--- config.mk ---
export PLATFORM = sky130hd
export DESIGN_NAME = ctrl_mem_seq
export DESIGN_NICKNAME = d
export VERILOG_FILES = /design/src/rtl/ctrl_mem_seq_pkg.sv /design/src/rtl/ctrl_mem_seq_rr_arbiter.sv /design/src/rtl/ctrl_mem_seq.sv
export SDC_FILE = /design/constraint.sdc
export NUM_CORES = 1
export LEC_CHECK = 0
export ABC_AREA = 1
export CAP_MARGIN = 20
export CORE_AREA = 4 4 188 190
export CTS_BUF_LIST = sky130_fd_sc_hd__clkbuf_8
export CTS_CLUSTER_SIZE = 24
export DETAILED_ROUTE_END_ITERATION = 10
export DIE_AREA = 0 0 192 194
export PLACE_DENSITY = 0.78
export SLEW_MARGIN = 20
export SYNTH_ARGS = -nofsm -noshare
export SYNTH_HDL_FRONTEND = slang
export SYNTH_SLANG_ARGS = --single-unit
--- constraint.sdc ---
create_clock -name clk -period 7.1 [get_ports clk]
set_input_delay 1.065 -clock clk [delete_from_list [all_inputs] [get_ports clk]]
set_output_delay 1.065 -clock clk [all_outputs]
set_load 0.01 [all_outputs]
--- src/rtl/ctrl_mem_seq_pkg.sv ---
// Shared types, default widths and the cyclic first-one search used by the
// memory-access sequencer and its round-robin arbiter.
package ctrl_pkg;

  typedef enum logic {IDLE, WAIT} state_t;

  localparam int DEF_AW      = 32;
  localparam int DEF_DW      = 32;
  localparam int DEF_TIMEOUT = 255;
  localparam int MAX_CH      = 32;

  // Returns {found, index} of the first set bit of req[n-1:0] at or after ptr,
  // wrapping cyclically; ptr must be < n.
  function automatic logic [5:0] rr_first(input logic [MAX_CH-1:0] req,
                                          input int n, input int ptr);
    logic       found;
    logic [4:0] idx;
    int         c;
    found = 1'b0;
    idx   = '0;
    for (int i = 0; i < MAX_CH; i++) begin
      c = ptr + i;
      if (c >= n) c = c - n;
      if (!found && i < n && req[c[4:0]]) begin
        found = 1'b1;
        idx   = c[4:0];
      end
    end
    return {found, idx};
  endfunction

endpackage

--- src/rtl/ctrl_mem_seq_rr_arbiter.sv ---
// Combinational round-robin arbiter: one-hot grant plus index of the first
// requesting channel at or after ptr.
module rr_arbiter import ctrl_pkg::*; #(
  parameter  int NUM_CH = 4,
  localparam int CW     = $clog2(NUM_CH)
) (
  input  logic [NUM_CH-1:0] req,
  input  logic [CW-1:0]     ptr,
  output logic [NUM_CH-1:0] grant,
  output logic [CW-1:0]     idx
);

  logic [5:0] res;

  always_comb begin
    res   = rr_first(MAX_CH'(req), NUM_CH, int'(ptr));
    idx   = res[CW-1:0];
    grant = res[5] ? (NUM_CH'(1) << res[4:0]) : '0;
  end

endmodule

--- src/rtl/ctrl_mem_seq.sv ---
// Memory-access sequencer: arbitrates NUM_CH load channels, keeps one read in
// flight with an ack timeout, and writes results into a message register file.
module ctrl_mem_seq import ctrl_pkg::*; #(
  parameter  int NUM_CH    = 4,
  parameter  int AW        = DEF_AW,
  parameter  int DW        = DEF_DW,
  parameter  int MSG_DEPTH = 8,
  parameter  int TIMEOUT   = DEF_TIMEOUT,
  localparam int SW        = $clog2(MSG_DEPTH),
  localparam int CW        = $clog2(NUM_CH)
) (
  input  logic                    clk,
  input  logic                    rst_n,
  input  logic [NUM_CH-1:0]       req_valid,
  input  logic [NUM_CH*AW-1:0]    req_addr,
  input  logic [NUM_CH*SW-1:0]    req_slot,
  output logic [NUM_CH-1:0]       req_ready,
  output logic                    mem_read,
  output logic [AW-1:0]           mem_address,
  input  logic                    mem_ack,
  input  logic [DW-1:0]           mem_Message,
  output logic [MSG_DEPTH*DW-1:0] messages,
  output logic [MSG_DEPTH-1:0]    msg_valid,
  input  logic [MSG_DEPTH-1:0]    msg_clr,
  output logic                    done_valid,
  output logic [CW-1:0]           done_ch,
  output logic                    err_timeout,
  output logic                    busy
);

  state_t                        state_q, state_d;
  logic [CW-1:0]                 rr_ptr_q, rr_ptr_d;
  logic [7:0]                    cnt_q, cnt_d;
  logic [AW-1:0]                 addr_q, addr_d;
  logic [SW-1:0]                 slot_q, slot_d;
  logic [CW-1:0]                 ch_q, ch_d;
  logic                          mem_read_q, mem_read_d;
  logic                          done_valid_q, done_valid_d;
  logic [CW-1:0]                 done_ch_q, done_ch_d;
  logic                          err_timeout_q, err_timeout_d;
  logic [MSG_DEPTH-1:0][DW-1:0]  messages_q, messages_d;
  logic [MSG_DEPTH-1:0]          msg_valid_q, msg_valid_d;

  logic [NUM_CH-1:0][AW-1:0]     addr_arr;
  logic [NUM_CH-1:0][SW-1:0]     slot_arr;
  logic [NUM_CH-1:0]             grant;
  logic [CW-1:0]                 gidx;

  assign addr_arr = req_addr;
  assign slot_arr = req_slot;

  rr_arbiter #(.NUM_CH(NUM_CH)) u_arb (
    .req   (req_valid),
    .ptr   (rr_ptr_q),
    .grant (grant),
    .idx   (gidx)
  );

  always_comb begin
    state_d       = state_q;
    rr_ptr_d      = rr_ptr_q;
    cnt_d         = cnt_q;
    addr_d        = addr_q;
    slot_d        = slot_q;
    ch_d          = ch_q;
    mem_read_d    = mem_read_q;
    done_valid_d  = 1'b0;
    done_ch_d     = done_ch_q;
    err_timeout_d = 1'b0;
    messages_d    = messages_q;
    msg_valid_d   = msg_valid_q & ~msg_clr;
    req_ready     = '0;
    case (state_q)
      IDLE: begin
        // No handshake while reset is held, so nobody sees a phantom accept.
        if (rst_n && |grant) begin
          req_ready  = grant;
          addr_d     = addr_arr[gidx];
          slot_d     = slot_arr[gidx];
          ch_d       = gidx;
          rr_ptr_d   = (gidx == CW'(NUM_CH-1)) ? '0 : gidx + CW'(1);
          cnt_d      = '0;
          mem_read_d = 1'b1;
          state_d    = WAIT;
        end
      end
      WAIT: begin
        cnt_d = cnt_q + 8'd1;
        // Ack is checked first so it wins over a same-cycle timeout.
        if (mem_ack) begin
          messages_d[slot_q]  = mem_Message;
          msg_valid_d[slot_q] = 1'b1;
          done_valid_d        = 1'b1;
          done_ch_d           = ch_q;
          mem_read_d          = 1'b0;
          state_d             = IDLE;
        end else if (cnt_q == 8'(TIMEOUT-1)) begin
          err_timeout_d = 1'b1;
          done_ch_d     = ch_q;
          mem_read_d    = 1'b0;
          state_d       = IDLE;
        end
      end
      default: state_d = IDLE;
    endcase
  end

  always_ff @(posedge clk) begin
    if (!rst_n) begin
      state_q       <= IDLE;
      rr_ptr_q      <= '0;
      cnt_q         <= '0;
      addr_q        <= '0;
      slot_q        <= '0;
      ch_q          <= '0;
      mem_read_q    <= 1'b0;
      done_valid_q  <= 1'b0;
      done_ch_q     <= '0;
      err_timeout_q <= 1'b0;
      messages_q    <= '0;
      msg_valid_q   <= '0;
    end else begin
      state_q       <= state_d;
      rr_ptr_q      <= rr_ptr_d;
      cnt_q         <= cnt_d;
      addr_q        <= addr_d;
      slot_q        <= slot_d;
      ch_q          <= ch_d;
      mem_read_q    <= mem_read_d;
      done_valid_q  <= done_valid_d;
      done_ch_q     <= done_ch_d;
      err_timeout_q <= err_timeout_d;
      messages_q    <= messages_d;
      msg_valid_q   <= msg_valid_d;
    end
  end

  assign mem_read    = mem_read_q;
  assign mem_address = addr_q;
  assign messages    = messages_q;
  assign msg_valid   = msg_valid_q;
  assign done_valid  = done_valid_q;
  assign done_ch     = done_ch_q;
  assign err_timeout = err_timeout_q;
  assign busy        = (state_q == WAIT);

endmodule
### Word-level counts from Yosys, hierarchy flattened

Index checks and enable logic that the tools add are counted.

| operators by class | value |
|---|---|
| $add $sub $neg | 9 |
| order comparisons | 11 |
| equal/unequal tests | 4 |
| shift operators | 1 |
| muxes and demuxes | 49 |
| bitwise logic cells | 5 |
| reduce and logical (&&, ||, !) cells | 16 |

Operator list:

| operator | count |
|---|---|
| $bwmux 256 | 1 |
| $demux 32 s3 | 1 |
| $ge 32x4->1 const B | 3 |
| $bmux 32 s2 | 1 |
| $mux 32 | 2 |
| $mux 5 | 8 |
| $lt 5x6->1 const B | 4 |
| $mux 8 | 3 |
| $bmux 1 s5 | 4 |
| $mux 1 | 17 |
| $pmux 8 s2 | 1 |
| $sub 5x4->5 const B | 3 |
| $mux 4 | 3 |
| $reduce_and 2->1 | 5 |
| $add 8x1->8 const B | 1 |
| $and 8x8->8 | 1 |
| $eq 8x8->1 const B | 1 |
| $not 8->8 | 1 |
| $or 8x8->8 | 1 |
| $add 2x2->3 const B | 2 |
| $bmux 3 s2 | 1 |
| $mux 2 | 3 |
| $logic_and 1x1->1 | 5 |
| $shl 1x5->4 const A | 1 |
| other kinds (18) | 22 |

| storage, ports and cells | value |
|---|---|
| register bits after elaboration | 317 |
| bits of input ports | 187 |
| word-level logic and storage cells | 114 |

### Longest topological paths before layout

| depth | value |
|---|---|
| depth in word-level cells | 20 |
| gate-level depth with buffers | 17 |

### By module

A second synthesis with hierarchy kept.

| unflattened totals | value |
|---|---|
| cell total of the unflattened synthesis | 1798 |
| area, all modules | 12737.2 µm² |

Modules (own cells, without submodules):

| module | instances | cells an instance | area an instance (µm²) |
|---|---|---|---|
| ctrl_mem_seq | 1 | 1730 | 12364.4 |
| rr_arbiter | 1 | 68 | 372.9 |

### Worst setup path after synthesis

OpenSTA, ideal clock, no wires.

| path | value |
|---|---|
| path type | input to output |
| start point | input req_valid[3] |
| end point | output req_ready[0] |
| data arrival time | 2.395 ns |
| required time | 6.035 ns |
| slack | 3.640 ns |
| stages | 11 |
| path buffers | 1 |
| cell sequence | nand2_1 -> nand2_1 -> nand2_1 -> nand2_1 -> nor2_1 -> nand2_1 -> nand3_1 -> nor2_4 -> inv_4 -> buf_2 -> nor4_2 |

| on the way | value |
|---|---|
| longest elaborated chain between the ends | 18 |

RTL lines:

| element | line | source |
|---|---|---|
| start: declaration | ctrl_mem_seq.sv:14 | `input logic [NUM_CH-1:0] req_valid,` |
| $bmux 1 s5 | ctrl_mem_seq_pkg.sv:24 | `if (!found && i < n && req[c[4:0]]) begin` |
| $mux 1 (implied by the code) | ctrl_mem_seq_pkg.sv:24 |  |
| $mux 1 | ctrl_mem_seq_pkg.sv:24 |  |
| $logic_not 1->1 | ctrl_mem_seq_pkg.sv:24 |  |
| $logic_and 1x1->1 | ctrl_mem_seq_pkg.sv:24 |  |
| $mux 1 | ctrl_mem_seq_pkg.sv:24 |  |
| $logic_not 1->1 | ctrl_mem_seq_pkg.sv:24 |  |
| $logic_and 1x1->1 | ctrl_mem_seq_pkg.sv:24 |  |
| [... 2 more ...] | -- |  |
| $logic_and 1x1->1 | ctrl_mem_seq_pkg.sv:24 |  |
| $mux 5 | ctrl_mem_seq_pkg.sv:24 |  |
| $shl 1x5->4 | ctrl_mem_seq_rr_arbiter.sv:18 | `grant = res[5] ? (NUM_CH'(1) << res[4:0]) : '0;` |
| $mux 4 (*) | ctrl_mem_seq_rr_arbiter.sv:18 |  |
| $reduce_or 4->1 | ctrl_mem_seq.sv:76 | `if (rst_n && \|grant) begin` |
| $logic_and 1x1->1 | ctrl_mem_seq.sv:76 |  |
| $mux 4 (*) | ctrl_mem_seq.sv:76 |  |
| $mux 4 (*) | ctrl_mem_seq.sv:73 | `case (state_q)` |
| end: declaration | ctrl_mem_seq.sv:17 | `output logic [NUM_CH-1:0] req_ready,` |

Every way passes the cells marked *; elsewhere a longest branch is shown, timed or not. The select of a mux whose other input is x is not followed.

### Worst setup path after layout

| path | value |
|---|---|
| start point | register rr_ptr_q[0] |
| end point | output req_ready[3] |

| on the way | value |
|---|---|
| longest elaborated chain between the ends | 20 |

RTL lines:

| element | line | source |
|---|---|---|
| start: declaration | ctrl_mem_seq.sv:32 | `logic [CW-1:0] rr_ptr_q, rr_ptr_d;` |
| start signal: assignment | ctrl_mem_seq.sv:124 | `rr_ptr_q <= rr_ptr_d;` |
| branches (longest 15 deep; another with $ge 32x4->1) | -- |  |
| $mux 4 (*) | ctrl_mem_seq_rr_arbiter.sv:18 |  |
| $reduce_or 4->1 | ctrl_mem_seq.sv:76 |  |
| $logic_and 1x1->1 | ctrl_mem_seq.sv:76 |  |
| $mux 4 (*) | ctrl_mem_seq.sv:76 |  |
| $mux 4 (*) | ctrl_mem_seq.sv:73 |  |

Every way passes the cells marked *. The select of a mux whose other input is x is not followed.

==> metrics.cfg <==
[run_status]
outcome=finished clean

[die]
dieWidth_um=192
core_sq_um=33450
die-area_sq_um=37250
rows=67
die_h_um=194
initial_core_util=0.3976
ios=493

[global_routing]
grt_overflow_total=0
grt_max_degree=139
antenna_found_initial=0
grt_pass1_vias=14070
grt_first_pass_wirelength_um=81110
track_usage=0.2732

[worst_hold_path]
hold_start=msg_valid[1]$_SDFF_PN0_
min_path_cells=2
hp-class=reg -> reg

[detailed_routing]
post_drt_wl_per_cell_um=18.66
dr.pass1.iters=6
drtIter0Drc=1209
drc=0
avgViaCountPerCell=5.004
wl_um=53120
num_vias=14240
ant_nets=0

[timing]
fin_crit_ns=5.235
hold_viol_final=0
max_freq_mhz=191.0
skew_ns=0.03492
setup_viol=0
maxSlewHeadroom=0.3110
maxSlewViolCount=0
fin_ws_ns=1.865
fin_tns_setup_ns=0
tightest_slew_ns=1.034
rsz0062_at_grt=false
period_share=0.7374

[yosys]
synth_warnings=0
synth_nets=2139
synthCells=1945
synth_top_area_cell=dfxtp_1
synth_area_sq_um=13300
netlist.area_leader.share=0.4771
syn_avg_cell_area_sq_um=6.838
synth.area.top_cells=dfxtp_1 48%, nor2_1 17%, o21ai_0 9.8%
ys_seq_elements=317
ys_types=28
synth_seq_area_share=0.4771

[pwr]
power_leakage_nw=8.986
finalPower_mw=6.353
power-per-cell-area_nw_per_um2=325.2
ir_drop_v=0.0002608

[critical_path]
worstSetupPathType=reg -> out
endpoint_kind=primary output
crit_start=rr_ptr_q[0]$_SDFFE_PN0P_
critPathLaunchType=flop
crit_arrival_ns=4.17
ff2ff_path_depth=16
crit_fanout=37
critical_path_required_ns=6.03
r2r-start=rr_ptr_q[0]$_SDFFE_PN0P_

[cts]
root_buffer=clkbuf_8
cts_made_buffers=53
cts_resized=0
htree_levels=2
ctsLongestPathBuffers=3
clock_latency_ns=0.59
hold_buffers=0
cts_sinks=317
cts_tree=built
clkTransAtPathRegs_ns=0.07
cts_setup_buffers=0

[cells_and_area]
num-nets-final=2552
multi_input_area_sq_um=5489
ff_latch_area_sq_um=6346
fillers=3038
area_delta_synth_final_pct=46.88
final_cells=2846
drive_gt1_frac=0.05463
diodes=0

[place]
gp_congestion=0.8934
portBuffers=492
dp_slack_ns=1.941
dpl.cell_count=2751
hpwl_um=36300

[job]
maxCapViolations=0

## final timing paths
| path | endpoint | slack, ns |
|---|---|---|
| worst min register to register | msg_valid[1]$_SDFF_PN0_ | 0.46 |
| worst min-delay path | msg_valid[1]$_SDFF_PN0_ | 0.46 |
| worst max register to register | slot_q[1]$_SDFFE_PN0P_ | 3.76 |
| worst max-delay path | req_ready[3] | 1.86 |
## logic make-up after synthesis
kind of cell | synth area share
buffers and inverters | 0.1136
adders and majority gates | 0.006585
and+or+nand+nor | 0.2943
DFF | 0.4771
AOI/OAI and AO/OA | 0.1084
## through the flow
stage	hold slack [ns]	util	cell area [sq um]
after global placement	0.4522	0.5466	18280
after floorplan	0.4451	-	13300
after CTS	0.4659	0.5839	19530
after detailed placement	0.4578	0.5466	18280
after global routing	0.4889	0.5840	19540
final	0.4606	0.5840	19540
## sequential cells by signal, summed over array words and instances (netlist names)
signal	count
rr_ptr_q	2
err_timeout	1
mem_address	32
busy	1
done_valid	1
cnt_q	8
msg_valid	8
ch_q	2
mem_read	1
done_ch	2
messages	256
slot_q	3
## cells in the final DEF, fill, tap and decap left out, types with 5 or more instances in the layout
master           Yosys  layout
clkdlybuf4s50_1      0     491
dfxtp_1            317     317
inv_1              215     222
clkbuf_8             0      69
nor2_2               1       5
a21oi_1             22      22
nand2_1            155     155
o21ai_0            261     261
clkinv_2             0       7
nor3_1               5       5
nor2_4               1       5
buf_4                0      16
inv_2                4       6
ha_1                 7       7
nor2_1             603     595
nand3_1            185     185
bufinv_16            0       6
## per-layer routing
metal	up-vias	part of all wire	wire, um	GRT usage
li1	6843	-	-	-
met1	6625	0.39	20530	0.3298
met2	654	0.48	25630	0.4639
met3	118	0.096	5077	0.07832
met4	0	0.035	1883	0.09641
met5	-	0	0	0
## cell usage after synthesis
cell type and instances:
nor2_1 603, dfxtp_1 317, o21ai_0 261, inv_1 215, nand3_1 185, nand2_1 155, clkbuf_1 93, clkbuf_2 32
a21oi_1 22, buf_2 16, buf_6 7, ha_1 7, nor3_1 5, inv_2 4, buf_1 3, nand3_2 3
nand4_1 3, nand2_2 2, nor3_2 2, o21ai_1 2, a211oi_1 1, a22oi_1 1, clkinv_1 1, inv_4 1
nor2_2 1, nor2_4 1, nor4_2 1, or2_2 1
## cell type report
type	count	area share
clock buffers	69	0.04861
clock inverters	26	0.01537
inverters	221	0.04259
multi-input cells	1256	0.2810
flip-flops and latches	317	0.3249
well taps	448	0.02869
repair buffers	509	0.2589
## worst max-delay path, stage by stage (launching register included)
cell and delay [ns]:
dfxtp_1 0.49, inv_2 0.16, ha_1 0.41, inv_1 0.09, nand3_1 0.12, nand3_2 0.13, nor2_1 0.17, nand2_1 0.08
nand3_1 0.13, nor2_4 0.05, buf_4 0.27, inv_4 0.37, nand2_1 0.25, nor2_1 0.24, clkdlybuf4s50_1 0.60
## power breakdown
group	total, mW	internal (mW)	switching [mW]
Combinational	2.42	0.900	1.52
Sequential	2.07	1.96	0.113
Clock	1.86	1.10	0.769
Total	6.35	3.95	2.40
Note: power is estimated with default switching activity, not from simulation.
